<file path="src/rtl/pipe_ctrl_pkg.sv">
// Shared types and constants for the pipeline hazard sequencer.
package pipe_ctrl_pkg;

    localparam int unsigned REG_W = 5;

    typedef enum logic [1:0] {
        RUN      = 2'd0,
        MEM_WAIT = 2'd1,
        FLUSH    = 2'd2
    } pctrl_state_t;

    localparam logic [REG_W-1:0] XZR = 5'd31;

endpackage

</file>
<file path="src/rtl/pipeline_hazard_ctrl_if.sv">
// Hazard inputs from the datapath and stage enables/flush controls back to it.
interface pipeline_hazard_ctrl_if #(
    parameter int unsigned CNT_W = 16
);
    logic [4:0]       id_rn;
    logic [4:0]       id_rm;
    logic             id_uses_rm;
    logic [4:0]       idex_rd;
    logic             idex_memtoreg;
    logic             br_taken;
    logic             mem_req;
    logic             mem_ready;

    logic             pc_en;
    logic             ifid_en;
    logic             idex_en;
    logic             exmem_en;
    logic             memwr_en;
    logic             ifid_flush;
    logic             idex_bubble;
    logic             mem_timeout;
    logic [CNT_W-1:0] stall_cnt;
    logic [1:0]       state_dbg;

    modport master (
        output id_rn, id_rm, id_uses_rm, idex_rd, idex_memtoreg,
               br_taken, mem_req, mem_ready,
        input  pc_en, ifid_en, idex_en, exmem_en, memwr_en,
               ifid_flush, idex_bubble, mem_timeout, stall_cnt, state_dbg
    );

    modport slave (
        input  id_rn, id_rm, id_uses_rm, idex_rd, idex_memtoreg,
               br_taken, mem_req, mem_ready,
        output pc_en, ifid_en, idex_en, exmem_en, memwr_en,
               ifid_flush, idex_bubble, mem_timeout, stall_cnt, state_dbg
    );
endinterface

</file>
<file path="src/rtl/hazard_detect.sv">
// Load-use comparator: ID reads a register that the load in ID/EX is about to write.
module hazard_detect
    import pipe_ctrl_pkg::*;
(
    input  logic [REG_W-1:0] id_rn,
    input  logic [REG_W-1:0] id_rm,
    input  logic             id_uses_rm,
    input  logic [REG_W-1:0] idex_rd,
    input  logic             idex_memtoreg,
    output logic             load_use
);

    // XZR is never written, so it can never be a producer.
    assign load_use = idex_memtoreg && (idex_rd != XZR) &&
                      ((idex_rd == id_rn) || (id_uses_rm && (idex_rd == id_rm)));

endmodule

</file>
<file path="src/rtl/pipeline_hazard_ctrl.sv">
// Stage-enable / flush / bubble sequencer for the 5-stage pipeline and PC.
module pipeline_hazard_ctrl
    import pipe_ctrl_pkg::*;
#(
    parameter int unsigned FLUSH_CYC   = 1,
    parameter int unsigned MEM_TIMEOUT = 255,
    parameter int unsigned CNT_W       = 16
) (
    input logic             clk,
    input logic             reset,
    pipeline_hazard_ctrl_if.slave bus
);

    localparam int unsigned FC_W   = 3;
    localparam int unsigned WAIT_W = $clog2(MEM_TIMEOUT + 1);

    localparam logic [FC_W-1:0]   FLUSH_RELOAD = FC_W'(FLUSH_CYC - 1);
    localparam logic [WAIT_W-1:0] WAIT_MAX     = WAIT_W'(MEM_TIMEOUT);
    localparam logic [CNT_W-1:0]  STALL_MAX    = '1;

    pctrl_state_t      state, state_nxt;
    logic [FC_W-1:0]   flush_cnt, flush_nxt;
    logic [WAIT_W-1:0] wait_cnt, wait_nxt;
    logic              timeout_q, timeout_nxt;
    logic [CNT_W-1:0]  stall_q;

    logic load_use, freeze, run_eval;
    logic pc_en, ifid_en, idex_en, exmem_en, memwr_en, ifid_flush, idex_bubble;

    hazard_detect u_hazard_detect (
        .id_rn         (bus.id_rn),
        .id_rm         (bus.id_rm),
        .id_uses_rm    (bus.id_uses_rm),
        .idex_rd       (bus.idex_rd),
        .idex_memtoreg (bus.idex_memtoreg),
        .load_use      (load_use)
    );

    assign freeze = bus.mem_req && !bus.mem_ready;

    // Next-state and same-cycle stage controls.
    always_comb begin
        state_nxt   = state;
        flush_nxt   = flush_cnt;
        wait_nxt    = wait_cnt;
        timeout_nxt = timeout_q;
        run_eval    = 1'b0;
        pc_en       = 1'b1;
        ifid_en     = 1'b1;
        idex_en     = 1'b1;
        exmem_en    = 1'b1;
        memwr_en    = 1'b1;
        ifid_flush  = 1'b0;
        idex_bubble = 1'b0;

        case (state)
            RUN: begin
                if (freeze) begin
                    {pc_en, ifid_en, idex_en, exmem_en, memwr_en} = 5'b00000;
                    state_nxt = MEM_WAIT;
                    wait_nxt  = WAIT_W'(1);
                end else begin
                    run_eval = 1'b1;
                end
            end
            MEM_WAIT: begin
                if (!bus.mem_ready) begin
                    {pc_en, ifid_en, idex_en, exmem_en, memwr_en} = 5'b00000;
                    if (wait_cnt != WAIT_MAX) wait_nxt = wait_cnt + WAIT_W'(1);
                    if (wait_nxt == WAIT_MAX) timeout_nxt = 1'b1;
                end else begin
                    wait_nxt  = '0;
                    state_nxt = RUN;
                    run_eval  = 1'b1;
                end
            end
            FLUSH: begin
                if (freeze) begin
                    {pc_en, ifid_en, idex_en, exmem_en, memwr_en} = 5'b00000;
                end else begin
                    ifid_flush  = 1'b1;
                    idex_bubble = 1'b1;
                    flush_nxt   = bus.br_taken ? FLUSH_RELOAD : flush_cnt - FC_W'(1);
                    if (flush_nxt == '0) state_nxt = RUN;
                end
            end
            default: state_nxt = RUN;
        endcase

        // A taken branch squashes the younger instructions, so a load-use behind it is moot.
        if (run_eval) begin
            if (bus.br_taken) begin
                ifid_flush  = 1'b1;
                idex_bubble = 1'b1;
                if (FLUSH_CYC > 1) begin
                    state_nxt = FLUSH;
                    flush_nxt = FLUSH_RELOAD;
                end
            end else if (load_use) begin
                pc_en       = 1'b0;
                ifid_en     = 1'b0;
                idex_bubble = 1'b1;
            end
        end

        if (!reset) begin
            {pc_en, ifid_en, idex_en, exmem_en, memwr_en} = 5'b11111;
            ifid_flush  = 1'b0;
            idex_bubble = 1'b0;
        end
    end

    always_ff @(posedge clk) begin
        if (!reset) begin
            state     <= RUN;
            flush_cnt <= '0;
            wait_cnt  <= '0;
            timeout_q <= 1'b0;
            stall_q   <= '0;
        end else begin
            state     <= state_nxt;
            flush_cnt <= flush_nxt;
            wait_cnt  <= wait_nxt;
            timeout_q <= timeout_nxt;
            if (!pc_en && (stall_q != STALL_MAX)) stall_q <= stall_q + CNT_W'(1);
        end
    end

    assign bus.pc_en       = pc_en;
    assign bus.ifid_en     = ifid_en;
    assign bus.idex_en     = idex_en;
    assign bus.exmem_en    = exmem_en;
    assign bus.memwr_en    = memwr_en;
    assign bus.ifid_flush  = ifid_flush;
    assign bus.idex_bubble = idex_bubble;
    assign bus.mem_timeout = timeout_q;
    assign bus.stall_cnt   = stall_q;
    assign bus.state_dbg   = state;

endmodule
</file>
<file path="src/flat_wrapper.sv">
// flat-port wrapper written by rule: the top's interface ports become plain ports
module pipeline_hazard_ctrl_flat import pipe_ctrl_pkg::*;
#(
    parameter int unsigned FLUSH_CYC   = 1,
    parameter int unsigned MEM_TIMEOUT = 255,
    parameter int unsigned CNT_W       = 16
)
  (clk, reset, bus_id_rn, bus_id_rm, bus_id_uses_rm, bus_idex_rd, bus_idex_memtoreg, bus_br_taken, bus_mem_req, bus_mem_ready, bus_pc_en, bus_ifid_en, bus_idex_en, bus_exmem_en, bus_memwr_en, bus_ifid_flush, bus_idex_bubble, bus_mem_timeout, bus_stall_cnt, bus_state_dbg);
  pipeline_hazard_ctrl_if #(.CNT_W(CNT_W)) bus_i ();
  input logic clk;
  input logic reset;
  input wire logic [$bits(bus_i.id_rn)-1:0] bus_id_rn;
  input wire logic [$bits(bus_i.id_rm)-1:0] bus_id_rm;
  input wire logic [$bits(bus_i.id_uses_rm)-1:0] bus_id_uses_rm;
  input wire logic [$bits(bus_i.idex_rd)-1:0] bus_idex_rd;
  input wire logic [$bits(bus_i.idex_memtoreg)-1:0] bus_idex_memtoreg;
  input wire logic [$bits(bus_i.br_taken)-1:0] bus_br_taken;
  input wire logic [$bits(bus_i.mem_req)-1:0] bus_mem_req;
  input wire logic [$bits(bus_i.mem_ready)-1:0] bus_mem_ready;
  output wire logic [$bits(bus_i.pc_en)-1:0] bus_pc_en;
  output wire logic [$bits(bus_i.ifid_en)-1:0] bus_ifid_en;
  output wire logic [$bits(bus_i.idex_en)-1:0] bus_idex_en;
  output wire logic [$bits(bus_i.exmem_en)-1:0] bus_exmem_en;
  output wire logic [$bits(bus_i.memwr_en)-1:0] bus_memwr_en;
  output wire logic [$bits(bus_i.ifid_flush)-1:0] bus_ifid_flush;
  output wire logic [$bits(bus_i.idex_bubble)-1:0] bus_idex_bubble;
  output wire logic [$bits(bus_i.mem_timeout)-1:0] bus_mem_timeout;
  output wire logic [$bits(bus_i.stall_cnt)-1:0] bus_stall_cnt;
  output wire logic [$bits(bus_i.state_dbg)-1:0] bus_state_dbg;
  assign bus_i.id_rn = bus_id_rn;
  assign bus_i.id_rm = bus_id_rm;
  assign bus_i.id_uses_rm = bus_id_uses_rm;
  assign bus_i.idex_rd = bus_idex_rd;
  assign bus_i.idex_memtoreg = bus_idex_memtoreg;
  assign bus_i.br_taken = bus_br_taken;
  assign bus_i.mem_req = bus_mem_req;
  assign bus_i.mem_ready = bus_mem_ready;
  assign bus_pc_en = bus_i.pc_en;
  assign bus_ifid_en = bus_i.ifid_en;
  assign bus_idex_en = bus_i.idex_en;
  assign bus_exmem_en = bus_i.exmem_en;
  assign bus_memwr_en = bus_i.memwr_en;
  assign bus_ifid_flush = bus_i.ifid_flush;
  assign bus_idex_bubble = bus_i.idex_bubble;
  assign bus_mem_timeout = bus_i.mem_timeout;
  assign bus_stall_cnt = bus_i.stall_cnt;
  assign bus_state_dbg = bus_i.state_dbg;
  pipeline_hazard_ctrl #(.FLUSH_CYC(FLUSH_CYC), .MEM_TIMEOUT(MEM_TIMEOUT), .CNT_W(CNT_W)) u_core (.clk(clk), .reset(reset), .bus(bus_i));
endmodule
</file>
<file path="config.mk">
export PLATFORM = sky130hd
export DESIGN_NAME = pipeline_hazard_ctrl_flat
export DESIGN_NICKNAME = d
export VERILOG_FILES = /design/src/rtl/pipe_ctrl_pkg.sv /design/src/rtl/pipeline_hazard_ctrl_if.sv /design/src/rtl/hazard_detect.sv /design/src/rtl/pipeline_hazard_ctrl.sv /design/src/flat_wrapper.sv
export SDC_FILE = /design/constraint.sdc
export NUM_CORES = 1
export LEC_CHECK = 0
export ABC_CLOCK_PERIOD_IN_PS = 1900
export CELL_PAD_IN_SITES_DETAIL_PLACEMENT = 0
export CELL_PAD_IN_SITES_GLOBAL_PLACEMENT = 1
export CORE_UTILIZATION = 30
export DETAILED_ROUTE_END_ITERATION = 10
export GPL_TIMING_DRIVEN = 0
export PLACE_DENSITY = 0.82
export SYNTH_ARGS = -nofsm -noshare
export SYNTH_HDL_FRONTEND = slang
export SYNTH_SLANG_ARGS = --single-unit
export TNS_END_PERCENT = 20
</file>
<file path="constraint.sdc">
create_clock -name clk -period 1.9 [get_ports clk]
set_input_delay 0.38 -clock clk [delete_from_list [all_inputs] [get_ports clk]]
set_output_delay 0.38 -clock clk [all_outputs]
set_load 0.05 [all_outputs]
</file>
* Yosys cells after proc, flatten, opt, wreduce, memory -nomap -nowiden
Index checks and enable logic that the tools add are counted.
** Cells by class
- Add/sub/neg operators :: 3
- Equal/unequal tests :: 12
- Multiplexer cells :: 29
- Bitwise gates (word level) :: 2
- Reductions and logical operators :: 16
** Operators with widths (count)
- 8-bit two-way mux :: 5
- 16-bit by 1-bit adder with 16-bit output (second input constant) :: 1
- 16-bit != test (second input constant) :: 1
- 8-bit case mux with 2 select lines :: 1
- 1-bit two-way mux :: 15
- 5-bit equality test :: 2
- 8-bit by 1-bit adder with 8-bit output (second input constant) :: 1
- 8-bit equality test (second input constant) :: 1
- 2-bit two-way mux :: 4
- 8-bit != test (second input constant) :: 1
- 2-bit case mux with 3 select lines :: 1
- 1-bit logical AND :: 5
- 5-bit != test (second input constant) :: 1
- 2-bit by 1-bit != test with 1-bit output (second input constant) :: 2
- 2-bit != test (second input constant) :: 2
- 1-bit case mux with 2 select lines :: 2
- 2-bit AND reduction :: 2
- 4-bit AND reduction :: 1
- 3-bit zero test :: 1
- 3-bit two-way mux :: 1
- 3-bit AND reduction :: 1
- 3-bit by 1-bit subtractor with 3-bit output (second input constant) :: 1
- 2-bit by 1-bit equality test with 1-bit output (second input constant) :: 1
- 2-bit equality test (second input constant) :: 1
- 6 further kinds :: 8
** Storage, ports and cells
- Bits in registers :: 30
- Output and inout port bits :: 26
- Word-level logic and storage cells :: 67

* Logic depth before layout (Yosys ltp)
Gate-level depths: netlist (run 1).
- Word-level depth :: 10
- Depth in mapped cells :: 8

* Modules after synthesis
From an unflattened synthesis (run 1), not the netlist that was laid out.
** Unflattened totals
- Cells, all modules :: 189
- Area, all modules :: 1599.0 µm²
** By module, submodules not included
- pipeline_hazard_ctrl :: times used 1, cells each 171, area an instance 1471.4 µm², sequential area each 520.5 µm²
- hazard_detect :: times used 1, cells each 18, area an instance 127.6 µm², sequential area each 0.0 µm²

* Worst setup path after synthesis (run 1)
Ideal clock, no wire load.
- Kind :: reg2out
- Start point :: reg u_core.state[0], in the netlist u_core.bus.state_dbg[0]
- End point :: out bus_pc_en
- Arrival time :: 2.119 ns
- Setup slack :: -0.599 ns
- Stages on the path, launching flop included :: 6
- Path buffers :: 2
- Cell sequence :: dfxtp_1 -> o21ai_0 -> nor2_1 -> a41oi_2 -> clkbuf_1 -> buf_4
** Between the ends
- Cells in the longest elaborated chain, start to end :: 7
** Ends and longest elaborated chain
- start, declared :: RTL line pipeline_hazard_ctrl.sv:21 : pctrl_state_t state, state_nxt;
- start signal, assigned :: RTL line pipeline_hazard_ctrl.sv:121 : state <= state_nxt;
- 2-bit equality test or 2-bit zero test (tied branches)
- 2-bit OR reduction (no source line)
- 1-bit case mux with 2 select lines
- 1-bit two-way mux (2 in series)
- 1-bit two-way mux (*) (2 in series)
- end, declared :: RTL line flat_wrapper.sv:20 : output wire logic [$bits(bus_i.pc_en)-1:0] bus_pc_en;
Every way passes the cells marked *; elsewhere a longest branch is shown, timed or not.

* Worst setup path in the final report (run 1)
- Start point :: in bus_idex_rd[4]
- End point :: out bus_pc_en
** Between the ends
- Cells in the longest elaborated chain, start to end :: 8
** Ends and longest elaborated chain
- start, declared :: RTL line flat_wrapper.sv:15 : input wire logic [$bits(bus_i.idex_rd)-1:0] bus_idex_rd;
- 5-bit equality test :: RTL line hazard_detect.sv:15 : ((idex_rd == id_rn) || (id_uses_rm && (idex_rd == id_rm)));
- 1-bit logical AND :: RTL line hazard_detect.sv:15
- 1-bit logical OR :: RTL line hazard_detect.sv:15
- 1-bit logical AND (*) :: RTL line hazard_detect.sv:14 : assign load_use = idex_memtoreg && (idex_rd != XZR) &&
- 1-bit two-way mux (*) :: RTL line pipeline_hazard_ctrl.sv:99 : end else if (load_use) begin
- 1-bit two-way mux (*) :: RTL line pipeline_hazard_ctrl.sv:92 : if (bus.br_taken) begin
- 1-bit two-way mux (*) :: RTL line pipeline_hazard_ctrl.sv:91 : if (run_eval) begin
- 1-bit two-way mux (*) :: RTL line pipeline_hazard_ctrl.sv:106 : if (!reset) begin
Marked as above.

==> results_dict.tcl, run 1 <==
set metrics [dict create \
    status "finished, violations left" \
    violations "setup timing" \
    synthTopCellsByArea "dfxtp_1 (33%), xnor2_1 (6.2%), nand2_1 (6.0%), a21oi_1 (5.8%), mux2i_1 (5.1%)" \
    worstSetupEndpointType "output port" \
    synth_most_common_cell "dfxtp_1" \
    final_nets 273 \
    final_util_pct 47.2 \
    clock_sinks 26 \
    grt_pass1_vias 1458 \
    wl_per_cell_um 13.3 \
    cts_buffers 3 \
    yosys.area.top_type "dfxtp_1" \
    cts.htree.levels 1 \
    yosysWarnings 0 \
    p_leak_nw 0.920 \
    wl_met1_um 1950 \
    via_count 1621 \
    critical_path_class "primary input to output port" \
    cts_tree "done" \
    layout_setup_ws_ps -19.6 \
    hpwl_um 3030 \
    clk_latency_ps 270 \
    slew-limit-headroom_pct 62.4 \
    cp_max_fo 3 \
    regToRegEndpoint "u_core.bus.stall_cnt[13]$_SDFFE_PN0P_" \
    clk_pin_slew_ps 90 \
    num_rows 25 \
    reg2reg_from "u_core.bus.stall_cnt[9]$_SDFFE_PN0P_" \
    dp_slack_ps -1470 \
    overflow 0 \
    routed.top_layer "met4" \
    fin_crit_ps 1920 \
    synth_edf_count 0 \
    clockBufferDepth 2 \
    total_power_mw 1.13 \
    die_h_um 74.2 \
    ys.flop_type "dfxtp_1" \
    grt_pass1_wl_um 6500 \
    worstMarginPinSlew_ps 564 \
    reg2regPathDepth 7 \
    synthToLayoutAreaGrowth_pct 47.2 \
    cp_slowest_cell "o22ai_2" \
    io_buffers 46 \
    n_antenna_cell 0 \
    hold_start "u_core.bus.stall_cnt[4]$_SDFFE_PN0P_" \
    cp_slowest_stage_delay_ps 220 \
    postRouteAntennaNets 0 \
    grt_max_degree 15 \
    wl_met2_um 1840 \
    avgSynthCellArea_um2 8.06 \
    synthTopCellsByCount "dfxtp_1 (26), nand2_1 (25), a21oi_1 (18), nor2_1 (15), xnor2_1 (11)" \
    crit_chain "buf_8, xnor2_2, nand3_1, o22ai_2, a41oi_2, clkbuf_8, buf_6, buf_8" \
    min_path_type "flip-flop to flip-flop" \
    clock.fmax_mhz 521 \
    fin_crit_sh_pct 101 \
    synth_nets 218 \
    yosysSeqAreaShare_pct 33.3 \
    wl_met3_um 358 \
    design_area_mm2 0.00230 \
    cts-root-buf "clkbuf_8" \
    fin_worst_skew_ps 3.14 \
    initial_core_util_pct 32.1 \
    grt_usage_pct 15.5 \
    startpoint "bus_idex_rd[4]" \
    vias_per_cell 5.15 \
    syn_inst 194 \
    crit_path_frequent_cell "buf_8" \
    rsz0062_at_grt "true" \
    peakVddDrop_mv 0.338 \
    drt-pass1-iter-count 4 \
    synth_top_area_share_pct 33.3 \
    yosys_register_bits 26 \
    drive_above_1_share_pct 30.6 \
    die_area_mm2 0.00551 \
    timing.critical_path.to "bus_pc_en" \
    worstPathArrival_ps 1540 \
    r2r_setup_slack_ps -10 \
    timing.max_cap.violations 0 \
    io_pins 48 \
    slew_viol_final 0 \
    cp.required_ps 1520 \
    place_area_mm2 0.00214 \
    cp-start-kind "primary input" \
    async_flop_share_pct 0 \
    tns_ps -31.9 \
    gp_congestion 0.808 \
    synth_cell_types 42 \
    die_w_um 74.2 \
    hold_viol 0 \
    setup_violations 2 \
    power.density_mw_per_mm2 492 \
    postCtsHoldBufs 0 \
    first_iter_violations 102 \
    drc_errors 0 \
    core_area_mm2 0.00488 \
    synth_area_mm2 0.00156 \
    routed_wl_um 4200 \
    antenna_found_initial 0 \
]
layout make-up:
| cell class | instances | area [µm²] |
|---|---|---|
| fillers | 505 | 2580 |
| multi-input cells | 152 | 1080 |
| flip-flops and latches | 26 | 544 |
| repair buffers | 50 | 434 |
| plain buffers | 11 | 90.1 |
| well taps | 67 | 83.8 |
| clock buffers | 4 | 55.1 |
| inverters | 5 | 18.8 |
cells in the final DEF (no fill, tap or decap), types with 7 or more instances in the layout:
cell type / instances
clkdlybuf4s50_1: 11
nand3_1: 7
nand2_1: 25
dfxtp_2: 7
nor2_1: 13
mux2i_1: 8
dlygate4sd2_1: 7
dfxtp_1: 15
a21oi_1: 18
buf_2: 15
buf_4: 9
xnor2_2: 7
critical path, delay by kind of cell:
| family | cells | cell delay, ps |
|---|---|---|
| and+or+nand+nor | 1 | 110 |
| AOI/OAI and AO/OA | 2 | 380 |
| buffers and inverters | 4 | 540 |
| xor gates and xnor gates | 1 | 140 |
worst min-delay path by stage:
stage                                                       to  slack (ps)  depth (start not counted)
after global placement    u_core.bus.stall_cnt[4]$_SDFFE_PN0P_         450                          1
after CTS                 u_core.bus.stall_cnt[4]$_SDFFE_PN0P_         470                          1
final                     u_core.bus.stall_cnt[4]$_SDFFE_PN0P_         460                          1
after floorplan                u_core.wait_cnt[1]$_SDFFE_PN0P_         490                          2
after detailed placement  u_core.bus.stall_cnt[4]$_SDFFE_PN0P_         450                          1
after global routing      u_core.bus.stall_cnt[4]$_SDFFE_PN0P_         480                          1
timing repair:
item | CTS | global route
setup buffers | 2 | 2
gates cloned | 0 | 0
setup endpoints to repair | 26 | 19
resized for setup | 116 | 24
pin swaps | 20 | 8
sequential cells by signal, indices dropped and copies added (netlist names):
signal,cells
u_core.bus.mem_timeout,1
u_core.bus.stall_cnt,16
u_core.bus.state_dbg,1
u_core.wait_cnt,8
per-stage QoR:
step                      instances  hold WS [ps]
after CTS                       313           466
final                           315           463
after global routing            315           481
after floorplan                 194           493
after global placement          307           446
after detailed placement        307           452
layer usage:
metal | track usage (%) | vias to the layer above
met4 | 5.13 | 0
li1 | - | 812
met1 | 18.8 | 746
met2 | 26.2 | 59
met3 | 4.47 | 4
met5 | 0 | -
where the power goes:
group          switching (mW)  total (mW)  internal [mW]
Sequential            0.00739       0.551          0.544
Combinational           0.123       0.216         0.0931
Clock                   0.179       0.364          0.186
Total                   0.309        1.13          0.822
cell families (layout without fill, tap and decap cells):
logic type | after synthesis | after routing | synth area share (%)
other | 1 | 1 | 0.240
muxes | 8 | 8 | 5.12
adders and majority gates | 2 | 2 | 1.60
DFF | 26 | 26 | 33.3
buffers and inverters | 16 | 70 | 5.44
and+or+nand+nor | 88 | 88 | 31.1
xor gates and xnor gates | 11 | 11 | 6.16
AOI/OAI and AO/OA | 42 | 42 | 17.0
No activity file was read; power rests on OpenSTA's default activity.
==> run 2, diff against run 1 <==
--- a/config.mk
+++ b/config.mk
@@ -6,12 +6,13 @@
 export NUM_CORES = 1
 export LEC_CHECK = 0
 export ABC_CLOCK_PERIOD_IN_PS = 1900
-export CELL_PAD_IN_SITES_DETAIL_PLACEMENT = 0
-export CELL_PAD_IN_SITES_GLOBAL_PLACEMENT = 1
-export CORE_UTILIZATION = 30
+export CAP_MARGIN = 40
+export CELL_PAD_IN_SITES_DETAIL_PLACEMENT = 1
+export CELL_PAD_IN_SITES_GLOBAL_PLACEMENT = 2
+export CORE_UTILIZATION = 23
 export DETAILED_ROUTE_END_ITERATION = 10
 export GPL_TIMING_DRIVEN = 0
-export PLACE_DENSITY = 0.82
+export PLACE_DENSITY = 0.81
 export SYNTH_ARGS = -nofsm -noshare
 export SYNTH_HDL_FRONTEND = slang
 export SYNTH_SLANG_ARGS = --single-unit
==> run 2 against run 1 <==
  * The flow finishes with violations (DRC, setup timing)
  * Die area is 30% higher
  * Worst setup slack worse by 12 ps
  * Cell count is 4.4% higher
  * First-iteration DRC count is 39% lower
  * Non-clock buffer count is 4 higher
  * Critical endpoint is now u_core.bus.stall_cnt[13]$_SDFFE_PN0P_
==> results_dict.tcl, run 2 (synthesized netlist as in run 1, its figures left out) <==
set metrics [dict create \
    wl_per_cell_um 15.1 \
    routed.top_layer "met4" \
    postRouteAntennaNets 0 \
    grt_usage_pct 14.1 \
    cp_max_fo 10 \
    tns_ps -31.2 \
    routed_wl_um 4960 \
    power.density_mw_per_mm2 523 \
    grt_pass1_wl_um 8110 \
    total_power_mw 1.25 \
    hold_viol 0 \
    slew-limit-headroom_pct 60.2 \
    core_area_mm2 0.00646 \
    io_pins 48 \
    fin_crit_sh_pct 102 \
    n_antenna_cell 0 \
    cts.htree.levels 1 \
    via_count 1648 \
    rsz0062_at_grt "true" \
    num_rows 29 \
    grt_pass1_vias 1692 \
    hold_start "u_core.bus.stall_cnt[4]$_SDFFE_PN0P_" \
    first_iter_violations 62 \
    worstPathArrival_ps 2140 \
    min_path_type "flip-flop to flip-flop" \
    clock_sinks 26 \
    overflow 0 \
    place_area_mm2 0.00215 \
    antenna_found_initial 0 \
    p_leak_nw 0.958 \
    peakVddDrop_mv 0.230 \
    mostFrequentLayoutCells "nand2_1 (25), a21oi_1 (17), buf_2 (15), dfxtp_1 (15), buf_4 (14)" \
    clockBufferDepth 2 \
    clock.fmax_mhz 518 \
    final_common_cell "nand2_1" \
    timing.max_cap.violations 0 \
    dp_slack_ps -1530 \
    hpwl_um 3520 \
    clk_pin_slew_ps 90 \
    fin_worst_skew_ps 4.61 \
    worstMarginPinSlew_ps 597 \
    fillCellCount 764 \
    startpoint "u_core.bus.stall_cnt[10]$_SDFFE_PN0P_" \
    io_buffers 46 \
    worstSetupEndpointType "flip-flop" \
    cp-start-kind "flip-flop" \
    design_area_mm2 0.00238 \
    die_area_mm2 0.00713 \
    wl_met3_um 276 \
    violations "DRC, setup timing" \
    wl_met1_um 2340 \
    wl_met2_um 2300 \
    cp.required_ps 2110 \
    final_nets 277 \
    vias_per_cell 5.01 \
    die_h_um 84.5 \
    status "finished, violations left" \
    clk_latency_ps 270 \
    synthToLayoutAreaGrowth_pct 52.5 \
    cts_buffers 3 \
    drc_errors 7 \
    gp_congestion 0.754 \
    layout_setup_ws_ps -31.2 \
    cts_tree "done" \
    critical_path_class "flip-flop to flip-flop" \
    largest_reg_flops 16 \
    postCtsHoldBufs 0 \
    grt_max_degree 16 \
    slew_viol_final 0 \
    fin_crit_ps 1930 \
    reg2reg_from "u_core.bus.stall_cnt[10]$_SDFFE_PN0P_" \
    drt-pass1-iter-count 8 \
    initial_core_util_pct 24.2 \
    setup_violations 1 \
    cts-root-buf "clkbuf_8" \
    drive_above_1_share_pct 33.3 \
    die_w_um 84.5 \
]
run 2: cell count changes in the layout (fill, tap and decap cells not counted), moves of 2 or more:
| cell | before | now |
|---|---|---|
| o31ai_1 | 3 | 5 |
| clkbuf_4 | 2 | 0 |
| buf_4 | 9 | 14 |
| xnor2_1 | 4 | 2 |
| o31ai_2 | 2 | 0 |
| xnor2_2 | 7 | 9 |
run 2: metal layers:
metal	vias to the layer above	global-route usage [%]
met1	781	18.3
li1	826	-
met4	0	4.16
met3	4	1.97
met2	37	24.4
met5	-	0
run 2: path summary, 6_finish.rpt:
| path | to | slack [ps] | cells past startpoint |
|---|---|---|---|
| hold / removal | u_core.bus.stall_cnt[4]$_SDFFE_PN0P_ | 480 | 1 |
| hold reg to reg | u_core.bus.stall_cnt[4]$_SDFFE_PN0P_ | 480 | 1 |
| setup / recovery | u_core.bus.stall_cnt[13]$_SDFFE_PN0P_ | -30 | 7 |
| setup reg to reg | u_core.bus.stall_cnt[13]$_SDFFE_PN0P_ | -30 | 7 |
run 2: critical path, stage by stage (launching register included):
cell and delay, ps:
dfxtp_4 360, and4_4 200, and3_4 180, and3_4 180, and3_4 180, buf_8 140
or4_1 490, a21oi_2 130
run 2: per-stage QoR:
stage / cells / utilization [%] / hold WS (ps)
after detailed placement: 317 / 33.4 / 457
after floorplan: 194 / - / 493
final: 329 / 36.9 / 480
after global placement: 317 / 33.4 / 448
after global routing: 329 / 36.9 / 518
after CTS: 326 / 34.7 / 475
run 2: report_power, final:
group          switching, mW  internal [mW]  total [mW]
clock                  0.185          0.282       0.467
sequential           0.00776          0.543       0.551
combinational          0.129          0.101       0.230
run 2: layout make-up:
cell class                 instances  area, µm²  area share, %
buffer                            10       82.6           3.46
clock buffer                       3       41.3           1.73
clock inverter                     1       30.0           1.26
inverter                           5       18.8          0.787
multi-input combinational        152       1090           45.9
sequential                        26        547           22.9
tap                               77       96.3           4.04
timing repair buffer              55        475           19.9
run 2: what timing repair did:
action / in CTS / in global routing
buffers inserted: 5 / 5
gates resized for setup: 124 / 35
endpoints found under the setup margin: 28 / 26
pin swaps: 21 / 15
==> run 3, diff against run 2 <==
--- a/config.mk
+++ b/config.mk
@@ -9,6 +9,7 @@
 export CAP_MARGIN = 40
 export CELL_PAD_IN_SITES_DETAIL_PLACEMENT = 1
 export CELL_PAD_IN_SITES_GLOBAL_PLACEMENT = 2
+export CORE_MARGIN = 3
 export CORE_UTILIZATION = 23
 export DETAILED_ROUTE_END_ITERATION = 10
 export GPL_TIMING_DRIVEN = 0
==> run 3 against run 2 <==
  * The run ends with setup timing left
  * Global-route usage is 1.8 points lower
  * Cell count is 0.91% lower
  * First-iteration DRC count is 6.5% higher
  * Clock skew is 2.8 ps higher
  * Via count is 0.12% higher
  * Largest power group unchanged
==> results_dict.tcl, run 3 (synthesized netlist as in run 1, its figures left out) <==
set metrics [dict create \
    status "finished, violations left" \
    violations "setup timing" \
    n_antenna_cell 0 \
    worstPathArrival_ps 1540 \
    p_leak_nw 0.950 \
    peakVddDrop_mv 0.244 \
    rsz0062_at_grt "true" \
    fillCellCount 778 \
    grt_max_degree 16 \
    cts_buffers 3 \
    num_rows 29 \
    largest_reg_flops 16 \
    timing.max_cap.violations 0 \
    reg2reg_from "u_core.bus.stall_cnt[9]$_SDFFE_PN0P_" \
    drt-pass1-iter-count 4 \
    cts.htree.levels 1 \
    regToRegEndpoint "u_core.bus.stall_cnt[3]$_SDFFE_PN0P_" \
    worstSetupEndpointType "output port" \
    cts-root-buf "clkbuf_8" \
    postRouteAntennaNets 0 \
    io_buffers 46 \
    fin_crit_ps 1920 \
    initial_core_util_pct 24.2 \
    min_path_type "flip-flop to flip-flop" \
    clock.fmax_mhz 522 \
    wl_per_cell_um 15.0 \
    timing.critical_path.to "bus_pc_en" \
    setup_violations 4 \
    tns_ps -37.3 \
    multiInputGateArea_mm2 0.00107 \
    cp-start-kind "primary input" \
    overflow 0 \
    fin_worst_skew_ps 7.45 \
    grt_pass1_wl_um 7670 \
    grt_pass1_vias 1643 \
    first_iter_violations 66 \
    die_area_mm2 0.00783 \
    reg2regPathDepth 8 \
    clk_pin_slew_ps 100 \
    regArea_um2 544 \
    clockBufferDepth 2 \
    place_area_mm2 0.00215 \
    io_pins 48 \
    via_count 1650 \
    design_area_mm2 0.00233 \
    drive_above_1_share_pct 31.3 \
    hold_viol 0 \
    startpoint "bus_idex_rd[3]" \
    antenna_found_initial 0 \
    final_nets 274 \
    slew_viol_final 0 \
    critical_path_class "primary input to output port" \
    core_area_mm2 0.00646 \
    worstMarginPinSlew_ps 621 \
    hpwl_um 3520 \
    die_w_um 88.5 \
    final_common_cell "nand2_1" \
    grt_usage_pct 12.3 \
    cp.required_ps 1520 \
    postCtsHoldBufs 0 \
    clk_latency_ps 280 \
    layout_setup_ws_ps -16.1 \
    mostFrequentLayoutCells "nand2_1 (25), a21oi_1 (17), buf_2 (15), dfxtp_1 (15), nor2_1 (13)" \
    synthToLayoutAreaGrowth_pct 49.0 \
    power.density_mw_per_mm2 538 \
    fin_crit_sh_pct 101 \
    cp_max_fo 3 \
    vias_per_cell 5.06 \
    r2r_setup_slack_ps -20 \
    drc_errors 0 \
    gp_congestion 0.732 \
    routed_wl_um 4890 \
    clock_sinks 26 \
    die_h_um 88.5 \
    final_util_pct 36.1 \
    cts_tree "done" \
    dp_slack_ps -1540 \
    slew-limit-headroom_pct 58.6 \
]
## run 3: cell types whose count changed in the layout (fill, tap and decap cells not counted), sizes merged
cell,previous run,this run
buf,36,32
clkdlybuf4s15,4,1
dlygate4sd2,6,8
clkbuf,7,8
clkdlybuf4s18,0,1
clkdlybuf4s50,10,9
dlymetal6s2s,5,6
## run 3: final cells by class
cell class                      instances  area share, %
Clock inverter                          1           1.29
Multi-Input combinational cell        152           45.8
Clock buffer                            3           1.77
Buffer                                 11           3.86
Inverter                                5          0.913
Timing Repair Buffer                   51           18.9
Tap cell                               77           4.13
Sequential cell                        26           23.3
## run 3: worst min-delay path by stage
| stage | start | endpoint | slack (ps) | cells after the start |
|---|---|---|---|---|
| after CTS | u_core.bus.stall_cnt[4]$_SDFFE_PN0P_ | u_core.bus.stall_cnt[4]$_SDFFE_PN0P_ | 480 | 1 |
| after global routing | u_core.bus.stall_cnt[4]$_SDFFE_PN0P_ | u_core.bus.stall_cnt[4]$_SDFFE_PN0P_ | 510 | 1 |
| after floorplan | u_core.wait_cnt[1]$_SDFFE_PN0P_ | u_core.wait_cnt[1]$_SDFFE_PN0P_ | 490 | 2 |
| after global placement | u_core.bus.stall_cnt[4]$_SDFFE_PN0P_ | u_core.bus.stall_cnt[4]$_SDFFE_PN0P_ | 450 | 1 |
| final | u_core.bus.stall_cnt[4]$_SDFFE_PN0P_ | u_core.bus.stall_cnt[4]$_SDFFE_PN0P_ | 480 | 1 |
| after detailed placement | u_core.bus.stall_cnt[4]$_SDFFE_PN0P_ | u_core.bus.stall_cnt[4]$_SDFFE_PN0P_ | 460 | 1 |
## run 3: layer usage
metal	vias to the layer above	track usage (%)	routed length, µm
met5	-	0	0
met4	0	3.71	65
met3	4	1.58	238
met2	36	21.5	2260
met1	797	15.8	2320
li1	813	-	-
## run 3: metrics by stage
step | total power [mW] | cells | hold WS [ps]
final | 1.25 | 326 | 480
after global placement | 0.774 | 317 | 447
after floorplan | 0.679 | 194 | 493
after global routing | 1.31 | 326 | 510
after CTS | 1.26 | 323 | 480
after detailed placement | 0.776 | 317 | 461
## run 3: critical path, stage by stage
cell and delay [ps]:
buf_2 130, xnor2_1 140, nand2_1 90, o22ai_2 210
a41oi_2 150, clkbuf_8 180, buf_6 110, buf_8 140
## run 3: what timing repair did
action	4_1_cts	5_1_grt
gates resized for setup	117	34
endpoints found under the hold margin	0	0
pin swaps	20	13
endpoints found under the setup margin	27	29
buffers inserted	2	3
gates cloned	0	0
## run 3: power by group
part / total [mW] / leakage, nW / internal, mW / switching [mW]
Combinational: 0.220 / 0.698 / 0.0923 / 0.128
Sequential: 0.552 / 0.216 / 0.544 / 0.00774
Clock: 0.482 / 0.0357 / 0.283 / 0.200
